`src/rtl/mdu_seq_alu.sv`:
```
`default_nettype none
// ============================================================================
// Module   : mdu_seq_alu
// Purpose  : Multi-cycle ALU. ADD/SUB take one cycle. MUL uses shift-add and
//            DIV uses restoring division, one bit per cycle. Requests and
//            results use valid/ready handshakes. Defining MDU_SIGNED_EN adds
//            signed MUL/DIV, selected per request by is_signed.
// Revision : 1.0  initial release
// ============================================================================
module mdu_seq_alu #(
  parameter int WIDTH = 32,
  parameter int CNT_W = $clog2(WIDTH) + 1
) (
  input  logic             clk,
  input  logic             rst,
  input  logic             in_valid,
  output logic             in_ready,
  input  logic [2:0]       op,
  input  logic             is_signed,
  input  logic [WIDTH-1:0] a,
  input  logic [WIDTH-1:0] b,
  output logic             out_valid,
  input  logic             out_ready,
  output logic [WIDTH-1:0] result_lo,
  output logic [WIDTH-1:0] result_hi,
  output logic             zero,
  output logic             div_by_zero
);

  localparam logic [2:0] c_OP_ADD = 3'd1;
  localparam logic [2:0] c_OP_SUB = 3'd2;
  localparam logic [2:0] c_OP_MUL = 3'd3;
  localparam logic [2:0] c_OP_DIV = 3'd4;

  typedef enum logic [1:0] {
    S_IDLE = 2'd0,
    S_BUSY = 2'd1,
    S_DONE = 2'd2
  } state_t;

  state_t           state_q, state_d;
  logic [CNT_W-1:0] cnt_q, cnt_d;
  logic [WIDTH-1:0] hi_q, hi_d;
  logic [WIDTH-1:0] lo_q, lo_d;
  logic [WIDTH-1:0] dvs_q, dvs_d;
  logic             is_div_q, is_div_d;
  logic             fix_q, fix_d;
  logic             neg_lo_q, neg_lo_d;
  logic             neg_hi_q, neg_hi_d;
  logic             zero_q, zero_d;
  logic             dbz_q, dbz_d;

  logic             w_sgn;
`ifdef MDU_SIGNED_EN
  assign w_sgn = is_signed;
`else
  logic w_unused_signed;
  assign w_sgn           = 1'b0;
  assign w_unused_signed = is_signed;
`endif

  // The iterations always run on magnitudes; signs are applied in a fix-up cycle.
  logic             w_a_neg, w_b_neg;
  logic [WIDTH-1:0] w_a_mag, w_b_mag;
  assign w_a_neg = w_sgn & a[WIDTH-1];
  assign w_b_neg = w_sgn & b[WIDTH-1];
  assign w_a_mag = w_a_neg ? -a : a;
  assign w_b_mag = w_b_neg ? -b : b;

  // MUL: {hi,lo} holds the partial product above the remaining multiplier bits.
  logic [WIDTH-1:0] w_addend;
  logic [WIDTH:0]   w_mul_sum;
  assign w_addend  = lo_q[0] ? dvs_q : '0;
  assign w_mul_sum = {1'b0, hi_q} + {1'b0, w_addend};

  // DIV: hi is the partial remainder, lo shifts the dividend out and the quotient in.
  logic [WIDTH:0]   w_div_shift, w_div_diff;
  logic             w_div_ok;
  assign w_div_shift = {hi_q, lo_q[WIDTH-1]};
  assign w_div_diff  = w_div_shift - {1'b0, dvs_q};
  assign w_div_ok    = ~w_div_diff[WIDTH];

  logic [WIDTH-1:0] w_it_hi, w_it_lo;
  assign w_it_hi = is_div_q ? (w_div_ok ? w_div_diff[WIDTH-1:0] : w_div_shift[WIDTH-1:0])
                            : w_mul_sum[WIDTH:1];
  assign w_it_lo = is_div_q ? {lo_q[WIDTH-2:0], w_div_ok}
                            : {w_mul_sum[0], lo_q[WIDTH-1:1]};

  logic [2*WIDTH-1:0] w_prod_neg;
  logic [WIDTH-1:0]   w_fix_hi, w_fix_lo;
  assign w_prod_neg = -{hi_q, lo_q};
  assign w_fix_lo = is_div_q ? (neg_lo_q ? -lo_q : lo_q)
                             : (neg_lo_q ? w_prod_neg[WIDTH-1:0] : lo_q);
  assign w_fix_hi = is_div_q ? (neg_hi_q ? -hi_q : hi_q)
                             : (neg_lo_q ? w_prod_neg[2*WIDTH-1:WIDTH] : hi_q);

  always_comb begin
    state_d  = state_q;
    cnt_d    = cnt_q;
    hi_d     = hi_q;
    lo_d     = lo_q;
    dvs_d    = dvs_q;
    is_div_d = is_div_q;
    fix_d    = fix_q;
    neg_lo_d = neg_lo_q;
    neg_hi_d = neg_hi_q;
    zero_d   = zero_q;
    dbz_d    = dbz_q;
    case (state_q)
      S_IDLE: begin
        if (in_valid) begin
          dbz_d    = 1'b0;
          hi_d     = '0;
          neg_lo_d = w_a_neg ^ w_b_neg;
          neg_hi_d = w_a_neg;
          fix_d    = w_sgn;
          case (op)
            c_OP_ADD: begin
              lo_d    = a + b;
              state_d = S_DONE;
            end
            c_OP_SUB: begin
              lo_d    = a - b;
              state_d = S_DONE;
            end
            c_OP_MUL: begin
              lo_d     = w_a_mag;
              dvs_d    = w_b_mag;
              is_div_d = 1'b0;
              cnt_d    = CNT_W'(WIDTH);
              state_d  = S_BUSY;
            end
            c_OP_DIV: begin
              if (b == '0) begin
                lo_d    = '1;
                hi_d    = a;
                dbz_d   = 1'b1;
                state_d = S_DONE;
              end else begin
                lo_d     = w_a_mag;
                dvs_d    = w_b_mag;
                is_div_d = 1'b1;
                cnt_d    = CNT_W'(WIDTH);
                state_d  = S_BUSY;
              end
            end
            default: begin
              lo_d    = '0;
              state_d = S_DONE;
            end
          endcase
        end
      end
      S_BUSY: begin
        if (cnt_q == '0) begin
          lo_d    = w_fix_lo;
          hi_d    = w_fix_hi;
          state_d = S_DONE;
        end else begin
          lo_d  = w_it_lo;
          hi_d  = w_it_hi;
          cnt_d = cnt_q - CNT_W'(1);
          if (cnt_q == CNT_W'(1) && !fix_q) begin
            state_d = S_DONE;
          end
        end
      end
      S_DONE: begin
        if (out_ready) begin
          state_d = S_IDLE;
        end
      end
      default: state_d = S_IDLE;
    endcase
    if (state_d == S_DONE && state_q != S_DONE) begin
      zero_d = (lo_d == '0);
    end
  end

  always_ff @(posedge clk) begin
    if (rst) begin
      state_q  <= S_IDLE;
      cnt_q    <= '0;
      hi_q     <= '0;
      lo_q     <= '0;
      dvs_q    <= '0;
      is_div_q <= 1'b0;
      fix_q    <= 1'b0;
      neg_lo_q <= 1'b0;
      neg_hi_q <= 1'b0;
      zero_q   <= 1'b0;
      dbz_q    <= 1'b0;
    end else begin
      state_q  <= state_d;
      cnt_q    <= cnt_d;
      hi_q     <= hi_d;
      lo_q     <= lo_d;
      dvs_q    <= dvs_d;
      is_div_q <= is_div_d;
      fix_q    <= fix_d;
      neg_lo_q <= neg_lo_d;
      neg_hi_q <= neg_hi_d;
      zero_q   <= zero_d;
      dbz_q    <= dbz_d;
    end
  end

  assign in_ready    = (state_q == S_IDLE);
  assign out_valid   = (state_q == S_DONE);
  assign result_lo   = lo_q;
  assign result_hi   = hi_q;
  assign zero        = zero_q;
  assign div_by_zero = dbz_q;

endmodule
`default_nettype wire

```
`config.mk`:
```
export PLATFORM = sky130hd
export DESIGN_NAME = mdu_seq_alu
export DESIGN_NICKNAME = d
export VERILOG_FILES = /design/src/rtl/mdu_seq_alu.sv
export SDC_FILE = /design/constraint.sdc
export NUM_CORES = 1
export LEC_CHECK = 0
export ABC_CLOCK_PERIOD_IN_PS = 5800
export CORE_ASPECT_RATIO = 1.25
export CORE_MARGIN = 2
export CORE_UTILIZATION = 45
export DETAILED_ROUTE_END_ITERATION = 16
export PLACE_DENSITY = 0.73
export SYNTH_ARGS = -nofsm -noshare
export SYNTH_HDL_FRONTEND = slang
export SYNTH_SLANG_ARGS = --single-unit
```
`constraint.sdc`:
```
create_clock -name clk -period 5.8 [get_ports clk]
set_input_delay 1.16 -clock clk [delete_from_list [all_inputs] [get_ports clk]]
set_output_delay 1.16 -clock clk [all_outputs]
set_load 0.005 [all_outputs]
```
==> flow_summary.toml, run 1 <==
[status]
status = "finished, final reports clean"

[cts]
cts.sinks = 107
h-tree-depth = 3
cts_buffers = 9
cts_hold_repair.buffers = 0
cts_root_buf = "clkbuf_16"
cts.clk_slew.worst_paths_ps = 90
clk_latency_ps = 380
cts_tree = "yes"
cts_buffer_depth = 2

[critical_path]
cp-startpoint = "b[3]"
worstPathArrival_ps = 5970
crit_family = "simple AND/OR/NAND/NOR gates"
timing.reg2reg.setup_slack_ps = 960
path_depth = 18
reg2reg_depth = 15
endpoint = "zero"
reg2reg_from = "result_lo[31]"
end_kind = "flop"
crit_chain = "dlygate4sd2_1, or3_4, or4_4, o21ai_1, xor2_1, ha_1, and2_1, a21o_1, a221o_1, o41ai_2, buf_4, o21ai_4, a32oi_1, o211ai_1, nor4b_2, nand4_1, or4b_4, o31ai_2"
cp_num_buf_inv = 2
cp_max_fo = 4
r2r_end = "result_hi[9]"
cp_slowest_cell = "or4b_4"
crit_type = "input pin to flop"
start_kind = "input pin"
slowest_delay_ps = 550
worstPathRequired_ps = 6100

[timing]
fmax_mhz = 176
finalHoldViolCount = 0
period_needed_ps = 5670
finClkSkew_ps = 16.0
tightest_slew_ps = 1200
maxSlewHeadroom = 0.196
report.final.slew_viol_count = 0
tns_ps = 0
period_share = 0.978
setup_ws_ps = 129
finalSetupViolCount = 0

[layout]
register_area_sq_um = 2140
fillers = 2459
fin_util = 0.601
finalNetCount = 2167
area_growth_pct = 30.8
drive_gt1_frac = 0.151
fin_area_sq_um = 15700
multi_input_area_sq_um = 9610
antennaDiodeCount = 0

[synth]
synth_edf_count = 0
ys_seq_area_frac = 0.178
ys_ff_latch = 107
synth_cell_types = 73
synthCells = 1721
syn_area_sq_um = 12000
ys_async_sr_fraction = 0
ys.flop_type = "dfxtp_1"
syn_nets = 1894
syn_area_per_cell_sq_um = 6.99
yosysWarnings = 0

[global_route]
gr-total-overflow = 0
grt_max_degree = 61
grt_pass1_wl_mm = 76.4
grt_pass1_vias = 14148
antenna_found_initial = 0
grt_usage = 0.347

[drt]
via_per_inst = 6.21
antenna_left = 0
drt_iter0_markers = 1228
wl_mm = 49.8
drtPass1Iterations = 5
post-route-drc-count = 0
wl_met1_mm = 20.0
dr_wl_met2_mm = 23.6
vias = 14517
top_layer_used = "met4"
routedWlPerCell_um = 21.3
dr_wl_met3_mm = 3.89

[floorplanning]
fp.dieW_um = 150
coreArea_sq_um = 26200
dieArea_sq_um = 28100
die_h_um = 187
start_util = 0.460
rows = 66
ioPinCount = 140

[placed_design]
gp_congestion = 1.10
dp_slack_ps = -613
dp_hpwl_mm = 38.0
placed_area_sq_um = 15100
port-buffer-count = 138

[pwr]
p_comb_frac = 0.687
seqPwrFrac = 0.188
netSwitchingFraction = 0.497
pwr-share-clk = 0.124
p_leak_uw = 0.00649
p_switching_uw = 2930
power_density_nw_per_um2 = 375
p_int_uw = 2960
total_power_uw = 5890
irDropWorstVdd_v = 0.000222

[flow_run]
drv_cap = 0

[hold_path]
hold_path.class = "flop to flop"
-- stage by stage --
stage,cells,hold slack (ps)
2_1_floorplan,1721,445
3_3_place_gp,2316,455
3_5_place_dp,2316,459
4_1_cts,2337,471
5_1_grt,2339,493
6_report,2339,471
-- flip-flops by register name, indices dropped and copies added, names as in the netlist --
register	cells
dvs_q	32
result_hi	32
state_q	2
div_by_zero	1
is_div_q	1
zero	1
result_lo	32
cnt_q	6
-- power by group through the flow --
stage	Sequential, uW	Combinational [uW]	Clock, uW
detailed placement	1120	3910	0
floorplan	1030	2600	0
global placement	1110	3850	0
CTS	1100	3970	729
global route	1130	4430	756
finish	1110	4050	734
-- tightest hold or removal path: stages (launching register included) --
cell and delay, ps:
dfxtp_1 320, nand2_1 50, a21oi_1 50
-- timing repair --
item                       in CTS  in global routing
resized for setup              31                 43
setup endpoints to repair       1                  3
buffers inserted                5                  2
pin swaps                      20                 48
-- per-layer routing --
metal  vias up  GRT usage
met4         0      0.171
met1      6805      0.428
met5         -          0
li1       6846          -
met3       165     0.0553
met2       701      0.580
-- synth_stat cells, drive strengths merged, types with 34 or more instances --
| master | count | area [sq um] |
|---|---|---|
| a21o | 41 | 308 |
| a21oi | 193 | 970 |
| and2 | 41 | 257 |
| clkbuf | 78 | 293 |
| dfxtp | 107 | 2140 |
| ha | 98 | 1230 |
| inv | 70 | 263 |
| mux2i | 34 | 340 |
| nand2 | 199 | 747 |
| nor2 | 176 | 661 |
| nor3 | 58 | 290 |
| o21ai | 125 | 626 |
| xnor2 | 65 | 569 |
-- how the worst min path moves through the flow --
stage                startpoint  cells past startpoint  slack [ps]           to
floorplan             dvs_q[10]                      2         440    dvs_q[10]
global placement    div_by_zero                      2         450  div_by_zero
detailed placement    dvs_q[31]                      2         460    dvs_q[31]
CTS                   dvs_q[31]                      2         470    dvs_q[31]
global route          dvs_q[31]                      2         490    dvs_q[31]
finish                dvs_q[31]                      2         470    dvs_q[31]
-- cells by family after synthesis --
kind of cell	count (synthesis)	share of synthesized area
AO/OA/AOI/OAI	581	0.307
buffers and inverters	154	0.0482
multiplexers	40	0.0339
XOR/XNOR	98	0.0714
flip-flops	107	0.178
AND/OR/NAND/NOR	640	0.255
adder cells (fa/ha/maj)	101	0.107
-- final cells by class --
cell class              count  share of cell area
repair buffers            346               0.189
clock buffers              10              0.0146
multi-input cells        1460               0.611
inverters                  70              0.0167
clock inverters             6             0.00604
flip-flops and latches    107               0.136
well taps                 340              0.0270
-- cell usage in the layout, fill, tap and decap left out, drive strengths merged, types with 11 or more instances in the layout --
cell / count
a21oi: 193
nand2b: 17
o21a: 26
dfxtp: 107
and2: 41
nand3: 30
o31ai: 15
nor4: 12
a31oi: 19
o21ai: 125
a221oi: 20
a21o: 41
xnor2: 65
xor2: 33
buf: 209
o211ai: 15
nor2b: 31
nand2: 199
nor3: 58
clkdlybuf4s50: 124
a211oi: 26
and3: 11
ha: 98
nor2: 176
mux2i: 34
inv: 73
nand4: 11
Note: power is estimated with default switching activity, not from simulation.
==> inputs of run 2 (changes only) <==
- ABC_CLOCK_PERIOD_IN_PS: 5800 -> 7320
- PLACE_DENSITY: 0.73 -> 0.7
- clock period: 5.8 -> 7.32 ns (I/O delays scaled with it)
==> run 2 against run 1 <==
Compared with the run above: clock skew down 8.8 ps; combinational power down 25%; routed wire length down 4.9%; register-to-register slack better by 1400 ps; first-iteration DRC count up 3.8%; power down 26%; sequential power down 22%; critical path depth up 1; design area down 9.7%; core utilization down 5.8 points.
==> flow_summary.toml, run 2 (synthesis results as in run 1) <==
[timing]
tightest_slew_ps = 1210
report.final.slew_viol_count = 0
rsz0062_at_grt = "no"
tns_ps = 0
finClkSkew_ps = 7.24
finalHoldViolCount = 0
maxSlewHeadroom = 0.191
period_share = 0.921
finalSetupViolCount = 0
fmax_mhz = 148
period_needed_ps = 6750

[layout]
finalNetCount = 2012
final_common_cell = "nand2_1"
layout_common_cells = "nand2_1, a21oi_1, nor2_1"
layoutNonFillerInstCount = 2183
fillers = 2618
area_growth_pct = 18.2
drive_gt1_frac = 0.0543

[drt]
routedWlPerCell_um = 21.7
via_per_inst = 6.28
post-route-drc-count = 0
drtPass1Iterations = 6
vias = 13709
drt_iter0_markers = 1275
antenna_left = 0
wl_mm = 47.3

[floorplanning]
coreArea_sq_um = 26200
rows = 66
die_h_um = 187
dieArea_sq_um = 28100
ioPinCount = 140
start_util = 0.460
fp.dieW_um = 150

[pwr]
power_density_nw_per_um2 = 308
p_leak_uw = 0.00554
irDropWorstVdd_v = 0.000261
total_power_uw = 4380

[cts]
h-tree-depth = 3
post_cts_buffers = 0
cts_tree = "yes"
clk_latency_ps = 370
cts.sinks = 107
cts_hold_repair.buffers = 0
cts.clk_slew.worst_paths_ps = 80
cts_buffer_depth = 2
cts_root_buf = "clkbuf_16"
cts.repair.resized = 0
cts_buffers = 9

[critical_path]
crit_family = "simple AND/OR/NAND/NOR gates"
end_kind = "flop"
cp_slowest_cell = "or4b_1"
timing.reg2reg.setup_slack_ps = 2360
start_kind = "input pin"
r2r_end = "result_hi[20]"
path_depth = 19
cp_num_buf_inv = 3
slowest_delay_ps = 580
worstPathRequired_ps = 7610
crit_type = "input pin to flop"
reg2reg_depth = 15
cp_max_fo = 6
endpoint = "zero"
cp-startpoint = "b[8]"
crit_chain = "clkdlybuf4s50_1, or4_4, or4_1, o41ai_1, xor2_1, ha_1, a21o_1, o21ai_0, nand2b_1, o41ai_1, buf_4, o21ai_1, buf_4, a32oi_1, o211ai_1, nor4b_2, nand4_1, or4b_1, o31ai_2"
reg2reg_from = "result_lo[31]"
worstPathArrival_ps = 7040

[global_route]
grt_pass1_vias = 12841
antenna_found_initial = 2
grt_pass1_wl_mm = 72.0
gr-total-overflow = 0
grt_usage = 0.330
grt_max_degree = 59

[placed_design]
gp_congestion = 1.01
port-buffer-count = 138
dp_cells = 2168
dp_hpwl_mm = 36.0

[hold_path]
hold_path.class = "flop to flop"

[flow_run]
drv_cap = 0

[status]
status = "finished, final reports clean"
[run 2: changes by cell type in the layout (fill, tap and decap cells not counted), moves of 6 or more]
cell / change
buf_4: -153
clkdlybuf4s50_1: +13
dlymetal6s2s_1: -10
o21ai_0: +8
o41ai_1: +6
o41ai_2: -6
[run 2: worst reg2reg max path, stage by stage, from the launching register on]
cell       delay, ps
dfxtp_1          430
inv_1            160
ha_1             270
fa_1             400
nand2b_1         220
a21oi_1          320
o2111ai_1        360
a211o_1          440
o31a_1           350
o221ai_1         400
xnor2_1          460
buf_4            350
mux2i_1          220
mux2i_1          110
a211oi_1         250
nor4_1            80
[run 2: layer usage]
layer,vias to the layer above,GRT usage,part of all wire
li1,6520,-,-
met1,6423,0.426,0.41
met2,646,0.551,0.48
met3,118,0.0372,0.073
met4,2,0.140,0.038
met5,-,0,0.00027
[run 2: metrics by stage]
step | worst slack (ps) | hold WS [ps] | cell area, sq um | util
floorplan | 1330 | 445 | 12000 | -
global placement | 345 | 453 | 14000 | 0.533
detailed placement | 283 | 453 | 14000 | 0.533
CTS | 651 | 468 | 14200 | 0.543
global route | 257 | 490 | 14200 | 0.543
finish | 575 | 471 | 14200 | 0.543
[run 2: layout make-up]
type | count | area (sq um) | share of cell area
diodes | 1 | 2.50 | 0.000176
clock buffers | 10 | 229 | 0.0161
clock inverters | 4 | 28.8 | 0.00202
inverters | 70 | 263 | 0.0185
multi-input cells | 1460 | 9350 | 0.658
flip-flops and latches | 107 | 2140 | 0.151
well taps | 340 | 425 | 0.0299
repair buffers | 191 | 1780 | 0.125
[run 2: worst min path at each step]
| stage | to | slack [ps] | cells after the start | startpoint |
|---|---|---|---|---|
| after floorplan | dvs_q[10] | 440 | 2 | dvs_q[10] |
| after global placement | div_by_zero | 450 | 2 | div_by_zero |
| after detailed placement | div_by_zero | 450 | 2 | div_by_zero |
| after CTS | div_by_zero | 470 | 2 | div_by_zero |
| after global routing | dvs_q[30] | 490 | 2 | dvs_q[30] |
| final | dvs_q[0] | 470 | 2 | dvs_q[0] |
[run 2: power breakdown]
group / switching, uW / internal (uW) / leakage (uW)
Sequential: 165 / 700 / 0.000874
Combinational: 1820 / 1210 / 0.00454
Clock: 254 / 229 / 0.000121
Total: 2240 / 2140 / 0.00554
